`config.mk`:
```
export PLATFORM = sky130hd
export DESIGN_NAME = vga_fb_arbiter
export DESIGN_NICKNAME = d
export VERILOG_FILES = /design/src/rtl/vga_fb_arbiter.sv
export SDC_FILE = /design/constraint.sdc
export NUM_CORES = 1
export LEC_CHECK = 0
export ABC_AREA = 1
export CAP_MARGIN = 15
export CORE_MARGIN = 2
export CORE_UTILIZATION = 50
export CTS_BUF_LIST = sky130_fd_sc_hd__clkbuf_16
export CTS_CLUSTER_SIZE = 16
export DETAILED_ROUTE_END_ITERATION = 12
export MAX_ROUTING_LAYER = met4
export PLACE_DENSITY_LB_ADDON = 0.3
export SYNTH_ARGS = -nofsm -noshare
export SYNTH_HDL_FRONTEND = slang
export SYNTH_SLANG_ARGS = --single-unit
```
`constraint.sdc`:
```
create_clock -name Clk -period 9.02 [get_ports Clk]
set_input_delay 1.353 -clock Clk [delete_from_list [all_inputs] [get_ports Clk]]
set_output_delay 1.353 -clock Clk [all_outputs]
set_load 0.05 [all_outputs]
```
`src/rtl/vga_fb_arbiter.sv`:
```
// Frame-buffer port arbiter: scan-out fetches own the RAM inside the active window,
// queued PPU writes drain through a small FIFO in every blanking slot.
module vga_fb_arbiter #(
  parameter int                H_ACTIVE   = 272,
  parameter int                V_ACTIVE   = 204,
  parameter int                H_MAX      = 341,
  parameter int                V_MAX      = 223,
  parameter int                ADDR_W     = 16,
  parameter int                DATA_W     = 8,
  parameter int                FIFO_DEPTH = 16,
  parameter logic [DATA_W-1:0] BG_PIXEL   = '0
) (
  input  logic              Clk,
  input  logic              Reset,
  input  logic [9:0]        DrawX,
  input  logic [9:0]        DrawY,
  input  logic              wr_valid,
  output logic              wr_ready,
  input  logic [ADDR_W-1:0] wr_addr,
  input  logic [DATA_W-1:0] wr_data,
  output logic [ADDR_W-1:0] mem_addr,
  output logic              mem_we,
  output logic [DATA_W-1:0] mem_wdata,
  input  logic [DATA_W-1:0] mem_rdata,
  output logic [DATA_W-1:0] pix_data,
  output logic              pix_valid,
  output logic [4:0]        fifo_lvl
);
  localparam int PTR_W = $clog2(FIFO_DEPTH);

  typedef enum logic [1:0] {S_FETCH, S_HBLANK, S_VBLANK} slot_t;

  slot_t             state_reg, state_next;
  logic [9:0]        nx, ny;
  logic              in_range;
  logic [ADDR_W-1:0] fetch_addr;

  logic [ADDR_W-1:0] fifo_addr_mem [FIFO_DEPTH];
  logic [DATA_W-1:0] fifo_data_mem [FIFO_DEPTH];
  logic [PTR_W-1:0]  rd_ptr_reg, wr_ptr_reg;
  logic [4:0]        count_reg;
  logic              full, empty, push, pop;

  // The RAM has one cycle of read latency, so every slot decision looks one pixel ahead.
  always_comb begin
    nx = '0;
    ny = '0;
    if (DrawX < 10'(H_MAX)) begin
      nx = DrawX + 10'd1;
      ny = DrawY;
    end else begin
      nx = '0;
      ny = (DrawY == 10'(V_MAX)) ? 10'd0 : DrawY + 10'd1;
    end
  end

  assign in_range   = (DrawX <= 10'(H_MAX)) && (DrawY <= 10'(V_MAX));
  assign fetch_addr = ADDR_W'(ny) * ADDR_W'(H_ACTIVE) + ADDR_W'(nx);

  always_comb begin
    state_next = S_VBLANK;
    if (in_range && (ny < 10'(V_ACTIVE))) begin
      state_next = (nx < 10'(H_ACTIVE)) ? S_FETCH : S_HBLANK;
    end
  end

  assign full     = (count_reg == 5'(FIFO_DEPTH));
  assign empty    = (count_reg == 5'd0);
  assign wr_ready = !Reset && !full;
  assign push     = wr_valid && wr_ready;

  // Single RAM port: a fetch slot never writes; blank slots pop at most one entry.
  always_comb begin
    mem_addr  = '0;
    mem_we    = 1'b0;
    mem_wdata = '0;
    pop       = 1'b0;
    if (state_next == S_FETCH) begin
      mem_addr = fetch_addr;
    end else if (!empty && !Reset) begin
      pop       = 1'b1;
      mem_we    = 1'b1;
      mem_addr  = fifo_addr_mem[rd_ptr_reg];
      mem_wdata = fifo_data_mem[rd_ptr_reg];
    end
  end

  always_ff @(posedge Clk) begin
    if (push) begin
      fifo_addr_mem[wr_ptr_reg] <= wr_addr;
      fifo_data_mem[wr_ptr_reg] <= wr_data;
    end
  end

  always_ff @(posedge Clk) begin
    if (Reset) begin
      rd_ptr_reg <= '0;
      wr_ptr_reg <= '0;
      count_reg  <= '0;
      state_reg  <= S_VBLANK;
    end else begin
      if (push) wr_ptr_reg <= wr_ptr_reg + PTR_W'(1);
      if (pop)  rd_ptr_reg <= rd_ptr_reg + PTR_W'(1);
      case ({push, pop})
        2'b10:   count_reg <= count_reg + 5'd1;
        2'b01:   count_reg <= count_reg - 5'd1;
        default: count_reg <= count_reg;
      endcase
      state_reg <= state_next;
    end
  end

  // The previous slot tells us whether mem_rdata now carries this pixel.
  assign pix_valid = !Reset && (state_reg == S_FETCH);
  assign pix_data  = pix_valid ? mem_rdata : BG_PIXEL;
  assign fifo_lvl  = count_reg;

endmodule

```
======== After elaboration in Yosys (flattened, before gate mapping) ========
Memories as Yosys holds them, arrays and structs flattened. A register that Yosys moved wholly into a read port is not among the register bits.
Cells that the tools add are included.
storage, ports and cells
  logic and storage cells ................. 55
  output and inout bits ................... 40
  flip-flop bits (word level) ............. 15
  RAM bits ................................ 384
  memories ................................ 2
memories
  memory         words  width  rd ports  clocked after Yosys merged registers in  write ports  RTL line  RTL
  fifo_addr_mem  16     16     1         1                                        1            38        logic [ADDR_W-1:0] fifo_addr_mem [FIFO_DEPTH];
  fifo_data_mem  16     8      1         1                                        1            39        logic [DATA_W-1:0] fifo_data_mem [FIFO_DEPTH];
cells by class
  magnitude comparators ................... 5
  eq/ne operators ......................... 4
  muxes and demuxes ....................... 19
  reductions and logical operators ........ 13
  multiply operators ...................... 1
  $add $sub $neg .......................... 7
operators with widths
  cell                                                         number
  2-to-1 mux 16 bit                                            2
  2-to-1 mux 10 bit                                            3
  2-to-1 mux 8 bit                                             3
  adder 10 x 1 -> 10 bit, second input constant                2
  less-than comparator 10 x 9 -> 1 bit, second input constant  2
  adder 16 x 10 -> 16 bit                                      1
  2-to-1 mux 4 bit                                             4
  multiplier 10 x 5 -> 12 bit, second input constant           1
  equality test 10 x 8 -> 1 bit, second input constant         1
  <= comparator 10 x 8 -> 1 bit, second input constant         1
  <= comparator 10 x 9 -> 1 bit, second input constant         1
  less-than comparator 10 x 8 -> 1 bit, second input constant  1
  case mux 5 bit (2 select lines)                              1
  adder 4 x 1 -> 4 bit, second input constant                  2
  logical AND 1 bit                                            6
  adder 5 x 1 -> 5 bit, second input constant                  1
  equality test 5 bit, second input constant                   1
  logical NOT 5 bit                                            1
  2-to-1 mux 1 bit                                             5
  subtractor 5 x 1 -> 5 bit, second input constant             1
  logical NOT 2 bit                                            2
  logical NOT 1 bit                                            3
  equality test 2 x 1 -> 1 bit, second input constant          1
  equality test 2 bit, second input constant                   1
  other kinds (2)                                              2

======== Longest topological paths before layout ========
Gate-level depths: netlist of run 1.
  word-level depth ........................ 10
  mapped depth ............................ 31
  gate-level depth less buffers ........... 28

======== Least setup slack after synthesis of run 1 ========
No wires, ideal clock.
  path kind ............................... input port to output port
  start ................................... in DrawX[3]
  end ..................................... out mem_addr[15]
  data required time ...................... 7.667 ns
  slack ................................... 2.798 ns
  cell stages on the path ................. 20
  arrival time ............................ 4.869 ns
  cell sequence ........................... inv_1 nand2_1 nor2_1 nand3_4 nand2_4 buf_6 nand2_2 nand2_1 inv_1 ha_1 ha_1 inv_1 fa_1 o21ai_0 xor2_1 nor2_1 nand2_1 o21ai_0 nand2_1 o21ai_0
between the ends
  word-level cells in the longest chain between the ends .. 7
  elaborated cells on any way between the ends .. 15
ends and longest elaborated chain
  element                                                                          RTL line  RTL
  start: declaration                                                               15        input logic [9:0] DrawX,
  parallel branches: the longest is 6 deep, another holds adder 16 x 10 -> 16 bit  n/a
  2-to-1 mux 16 bit *                                                              78        if (state_next == S_FETCH) begin
  end: declaration                                                                 21        output logic [ADDR_W-1:0] mem_addr,
Mark *: on every way between the ends.

======== Final worst setup path of run 1 ========
  start ................................... in DrawY[0]
  end ..................................... out mem_addr[15]
between the ends
  word-level cells in the longest chain between the ends .. 8
  elaborated cells on any way between the ends .. 13
ends and longest elaborated chain
  element                                                                          RTL line  RTL
  start: declaration                                                               16        input logic [9:0] DrawY,
  parallel branches: the longest is 7 deep, another holds adder 16 x 10 -> 16 bit  n/a
  2-to-1 mux 16 bit *                                                              78
Marked as above.

==> metrics.md, run 1 <==
| Metric | Value |
|---|---|
| Post-Syn Area | `17730 um^2` |
| Number of flip-flops in the largest register | `256` |
| Synth area leader | `edfxtp_1` |
| Critical path class | `in -> out` |
| Total wire length | `40500 um` |
| Multi-input gate area | `4928 um^2` |
| Most frequent cell after synthesis | `edfxtp_1` |
| DIE AREA | `36990 um^2` |
| GRT overflow | `0` |
| Sequential-to-total area share from yosys stat | `0.6717` |
| Synth Register Bits | `403` |
| Met2 Use GR | `0.3737` |
| Final setup violation count | `0` |
| Switch Pwr | `1.864 mW` |
| Initial Util | `0.5109` |
| Sw Share | `0.3440` |
| Busiest grt layer | `met2` |
| Fmax | `141.3 MHz` |
| GRT met3 Usage | `0.03673` |
| Average wire per standard cell | `20.17 um` |
| Share of layout cells above drive strength 1 | `0.06770` |
| Num rows | `68` |
| Max-slew violation count | `0` |
| Post-CTS sizing | `0` |
| Critical Path RT | `7.67 ns` |
| Global-route wire length before repair | `61730 um` |
| Antenna Violating Nets Remaining | `0` |
| Arrival time worst endpoint | `5.72 ns` |
| Syn Nets | `1530` |
| TritonCTS clock tree | `yes` |
| Vias | `11159` |
| DRC viols | `0` |
| Synth top area share | `0.6502` |
| Sequential share of power | `0.402` |
| GRT Resource Usage Total | `0.2292` |
| Final Hold Fails | `0` |
| Vias in the first global route | `11047` |
| Worst Skew | `0.008783 ns` |
| Final design utilization | `0.5888` |
| Area Overhead vs Synth | `15.25%` |
| Peak supply drop | `0.2020 mV` |
| Fin cells | `2008` |
| Die H | `192.3 um` |
| Port bufs | `94` |
| Number of DRC markers in iteration 0 | `914` |
| Synthesized area per cell | `12.27 um^2` |
| CTS max path bufs | `3` |
| Yosys cell types | `43` |
| Final GP Congestion | `0.8636` |
| TritonRoute pass-1 iters | `8` |
| Synth Instances | `1445` |
| Dominant synthesized flop cell | `edfxtp_1` |
| Total power per unit cell area | `265.1 nW/um^2` |
| Setup TNS | `0 ns` |
| CTS sink count | `403` |
| Met1 Use GR | `0.2971` |
| Crit end category | `output port` |
| TritonCTS Buffers | `41` |
| Slew @ Worst Pin | `1.149 ns` |
| Fill cell count | `2794` |
| Buffer count from post-CTS setup fixing | `0` |
| H-tree depth | `2` |
| Clock-pin transition on the worst setup and hold timing paths | `0.06 ns` |
| I/O pins | `95` |
| Inst Count DP | `1932` |
| Post-synth EDFFs | `384` |
| Reg area | `11920 um^2` |
| Reg with most FFs | `fifo_addr_mem` |
| Fraction of registers with async set/reset | `0` |
| Max_slew headroom | `0.2320` |
| Pin count of the biggest net entering global routing | `181` |
| P_leak | `7.439 nW` |
| Gate power share | `0.309` |
| RSZ-0062 raised after global routing | `no` |
| Placeable Area | `34710 um^2` |
| Hold buffer count at CTS | `0` |
| Largest cells by area after synthesis | `edfxtp_1 (65%), mux2i_1 (5.4%), o21ai_0 (4.3%)` |
| Critical path fanouts, max | `7` |
| Dpl hpwl | `21890 um` |
| Placed instance area | `19170 um^2` |
| Final Total Pwr | `5.418 mW` |
| Clock share of power | `0.289` |
| Max Cap Viol | `0` |
| Clk Latency, worst-skew pair | `0.53 ns` |
| Chip Width | `192.3 um` |
| Final Cycle Share | `0.7845` |
| Hold Path Class | `reg -> reg` |
| Via density | `5.557` |
| Startpoint Class | `input port` |
| Yosys warnings | `0` |
| Initial antenna violation count | `2` |
| Outcome | `complete, no violations` |
| Root buf cell | `clkbuf_16` |
| Final Cell Area | `20440 um^2` |
| Final min period | `7.076 ns` |
| Most frequent cells after synthesis | `edfxtp_1 (384), inv_1 (183), o21ai_0 (154)` |
| Cell Int Power | `3.554 mW` |
| Total Nets Final | `1606` |
cell families (layout without fill, tap and decap cells):
logic type                 after synthesis  in the layout  share of synthesized area
and+or+nand+nor                        252            252                    0.06279
AOI/OAI and AO/OA                      384            384                     0.1245
other                                    1              3                  0.0002115
buffers and inverters                  262            368                    0.05637
xor gates and xnor gates                18             18                   0.008889
DFF                                    403            403                     0.6717
adders and majority gates               30             30                    0.02201
muxes                                   95             95                    0.05362
per-stage QoR:
stage | setup WS [ns] | hold slack (ns)
2_1_floorplan | 2.798 | 0.4775
3_3_place_gp | 2.050 | 0.5080
3_5_place_dp | 1.964 | 0.5181
4_1_cts | 1.951 | 0.5330
5_1_grt | 1.501 | 0.5632
6_report | 1.944 | 0.5298
routing by layer:
metal	up-vias	part of all wire
li1	5350	-
met1	5383	0.43
met2	357	0.48
met3	69	0.067
met4	0	0.023
met5	-	0
power by group through the flow:
stage | combinational [mW] | clock (mW) | sequential [mW]
floorplan | 1.23 | 0 | 2.19
global placement | 1.64 | 0 | 2.22
detailed placement | 1.67 | 0 | 2.22
CTS | 1.67 | 1.59 | 2.18
global route | 1.84 | 1.66 | 2.19
finish | 1.67 | 1.56 | 2.18
worst max-delay path, stage by stage:
cell	delay, ns
clkdlybuf4s50_1	0.61
ha_1	0.23
nand3_1	0.11
inv_1	0.11
nand3_1	0.17
nand3_1	0.15
nand2_2	0.05
nand2_1	0.08
inv_1	0.06
ha_1	0.27
ha_1	0.17
inv_1	0.06
fa_1	0.39
o21ai_0	0.30
xor2_1	0.15
nor2_1	0.15
nand2_1	0.11
o21ai_0	0.16
nand2_1	0.06
o21ai_0	0.15
clkdlybuf4s50_1	0.83
path summary, 6_finish.rpt:
kind                                   from  slack (ns)  cells past startpoint           end
worst max-delay path               DrawY[0]        1.94                     21  mem_addr[15]
worst min-delay path            fifo_lvl[4]        0.53                      2   fifo_lvl[4]
worst max register to register  fifo_lvl[2]        6.20                     19   fifo_lvl[4]
worst min register to register  fifo_lvl[4]        0.53                      2   fifo_lvl[4]
placed cells by master (no fill, tap or decap), drive strengths merged:
cell type,n
nand3,44
o22ai,6
xor2,12
nor3b,2
o21ai,158
and2,2
nor4,4
conb,1
a31oi,10
nor3,7
nand2,120
or2,1
bufinv,1
a21o,1
fa,2
o32ai,1
buf,12
inv,201
a32o,2
o211ai,86
o31ai,4
dfxtp,19
nand4,3
xnor2,6
clkinv,17
o21bai,1
edfxtp,384
clkinvlp,1
clkbuf,42
clkdlybuf4s50,94
diode,2
ha,28
mux2i,95
a21oi,115
nor2,69
layout make-up:
type | instances | share of cell area
timing repair buffer | 106 | 0.05203
sequential | 403 | 0.5832
multi-input combinational | 780 | 0.2411
clock buffer | 42 | 0.05142
clock inverter | 31 | 0.009305
antenna | 2 | 0.0002449
tap | 455 | 0.02785
inverter | 189 | 0.03483
Power figures use the tool's default switching activity.
==> run 2: changes to the inputs <==
==> constraint.sdc (replaced) <==
create_clock -name Clk -period 7.15 [get_ports Clk]
set_input_delay 1.0725 -clock Clk [delete_from_list [all_inputs] [get_ports Clk]]
set_output_delay 1.0725 -clock Clk [all_outputs]
set_load 0.05 [all_outputs]
==> metrics.md, run 2 (synthesis gave the netlist of run 1 again) <==
| Metric | Value |
|---|---|
| TritonCTS clock tree | `yes` |
| Commonest non-fill, non-tap cell in the layout | `edfxtp_1` |
| Min-delay src | `wr_ptr_reg[2]` |
| Number of DRC markers in iteration 0 | `937` |
| Clk Latency, worst-skew pair | `0.54 ns` |
| Pre-CTS setup slack | `0.6611 ns` |
| TritonRoute pass-1 iters | `7` |
| Critical path fanouts, max | `7` |
| Arrival time worst endpoint | `5.48 ns` |
| TritonCTS Buffers | `42` |
| Crit end category | `output port` |
| Clock-pin transition on the worst setup and hold timing paths | `0.06 ns` |
| Clock share of power | `0.291` |
| Area Overhead vs Synth | `15.35%` |
| Vias | `11353` |
| Die H | `192.3 um` |
| Initial antenna violation count | `1` |
| Port bufs | `94` |
| DRC viols | `0` |
| Global-route wire length before repair | `62410 um` |
| Initial Util | `0.5109` |
| Pin count of the biggest net entering global routing | `95` |
| Startpoint Class | `input port` |
| Commonest cells after routing, fill and taps aside | `edfxtp_1 (384), inv_1 (189), o21ai_0 (154)` |
| Vias in the first global route | `11000` |
| Number of flip-flops in the largest register | `256` |
| Dpl hpwl | `22730 um` |
| Cell Int Power | `4.515 mW` |
| R2R depth | `19` |
| H-tree depth | `2` |
| Hold depth | `2` |
| Final min period | `6.553 ns` |
| Hold Path Class | `reg -> reg` |
| Total power per unit cell area | `337.5 nW/um^2` |
| Total Nets Final | `1608` |
| Total wire length | `41140 um` |
| Reg with most FFs | `fifo_addr_mem` |
| Post-CTS sizing | `0` |
| Peak supply drop | `0.2186 mV` |
| Final GP Congestion | `0.8669` |
| CTS sink count | `403` |
| Root buf cell | `clkbuf_16` |
| Gate power share | `0.306` |
| GRT overflow | `0` |
| Switch Pwr | `2.389 mW` |
| Hold buffer count at CTS | `0` |
| Setup TNS | `0 ns` |
| Num rows | `68` |
| Fill cell count | `2752` |
| Slew @ Worst Pin | `1.158 ns` |
| Setup ws final | `0.5972 ns` |
| CTS max path bufs | `3` |
| I/O pins | `95` |
| GRT Resource Usage Total | `0.2319` |
| Via density | `5.645` |
| Sequential share of power | `0.403` |
| Share of layout cells above drive strength 1 | `0.07010` |
| RSZ-0062 raised after global routing | `no` |
| Reg-to-reg startpoint | `fifo_lvl[2]` |
| Max-slew violation count | `0` |
| Max_slew headroom | `0.2264` |
| Worst Skew | `0.01939 ns` |
| Final Hold Fails | `0` |
| DIE AREA | `36990 um^2` |
| Chip Width | `192.3 um` |
| Final Cycle Share | `0.9165` |
| Placed instance area | `19180 um^2` |
| Critical Path RT | `6.08 ns` |
| Fmax | `152.6 MHz` |
| Sw Share | `0.3461` |
| Final Cell Area | `20460 um^2` |
| Antenna Violating Nets Remaining | `0` |
| Average wire per standard cell | `20.46 um` |
| Worst Setup SP | `DrawY[0]` |
| Max Cap Viol | `0` |
| Buffer count from post-CTS setup fixing | `0` |
| Outcome | `complete, no violations` |
| Critical path class | `in -> out` |
| Placeable Area | `34710 um^2` |
| P_leak | `7.437 nW` |
| Final setup violation count | `0` |
| Worst hold slack | `0.5190 ns` |
## run 2: worst max-delay path, stage by stage
cell and delay, ns:
clkdlybuf4s50_1 0.61, ha_1 0.24, nand3_1 0.11, inv_1 0.12, nand3_1 0.18, nand3_1 0.16
nand2_2 0.05, nand2_1 0.07, inv_1 0.06, ha_1 0.28, ha_1 0.18, inv_1 0.06
fa_1 0.39, o21ai_0 0.28, xor2_1 0.13, nor2_1 0.18, nand2_1 0.11, o21ai_0 0.16
nand2_1 0.06, o21ai_0 0.15, clkdlybuf4s50_1 0.84
## run 2: layout make-up
cell class              count  area [um^2]  area share
multi-input cells         780         4928      0.2409
well taps                 455        569.3     0.02783
inverters                 189        711.9     0.03480
repair buffers            107         1051     0.05138
clock inverters            33        196.4    0.009603
flip-flops and latches    403        11920      0.5827
diodes                      1        2.502   0.0001223
clock buffers              43         1076     0.05260
## run 2: path summary, 6_finish.rpt
path	to	slack [ns]
worst max-delay path	mem_addr[15]	0.60
worst min-delay path	wr_ptr_reg[2]	0.52
worst max register to register	fifo_lvl[4]	4.30
worst min register to register	wr_ptr_reg[2]	0.52
## run 2: metal layers
layer  GRT usage  part of all wire  wire length [um]  vias to the layer above
met5           -                 0                 0                        -
met3     0.03128             0.072              2951                       82
met2      0.3777              0.48             19780                      423
li1            -                 -                 -                     5370
met4     0.07927             0.030              1218                        0
met1      0.3022              0.42             17200                     5478
## run 2: power by group through the flow
stage          logic [mW]  clock network (mW)  registers [mW]
6_report             2.11                2.01            2.78
5_1_grt              2.32                2.13            2.80
4_1_cts              2.12                2.04            2.78
3_5_place_dp         2.11                   0            2.83
3_3_place_gp         2.07                   0            2.83
2_1_floorplan        1.55                   0            2.76
## run 2: stage by stage
stage	cells	utilization	power, mW
finish	2011	0.5893	6.904
global route	2011	0.5893	7.246
CTS	2010	0.5892	6.934
detailed placement	1934	0.5526	4.939
global placement	1934	0.5526	4.897
floorplan	1445	-	4.313
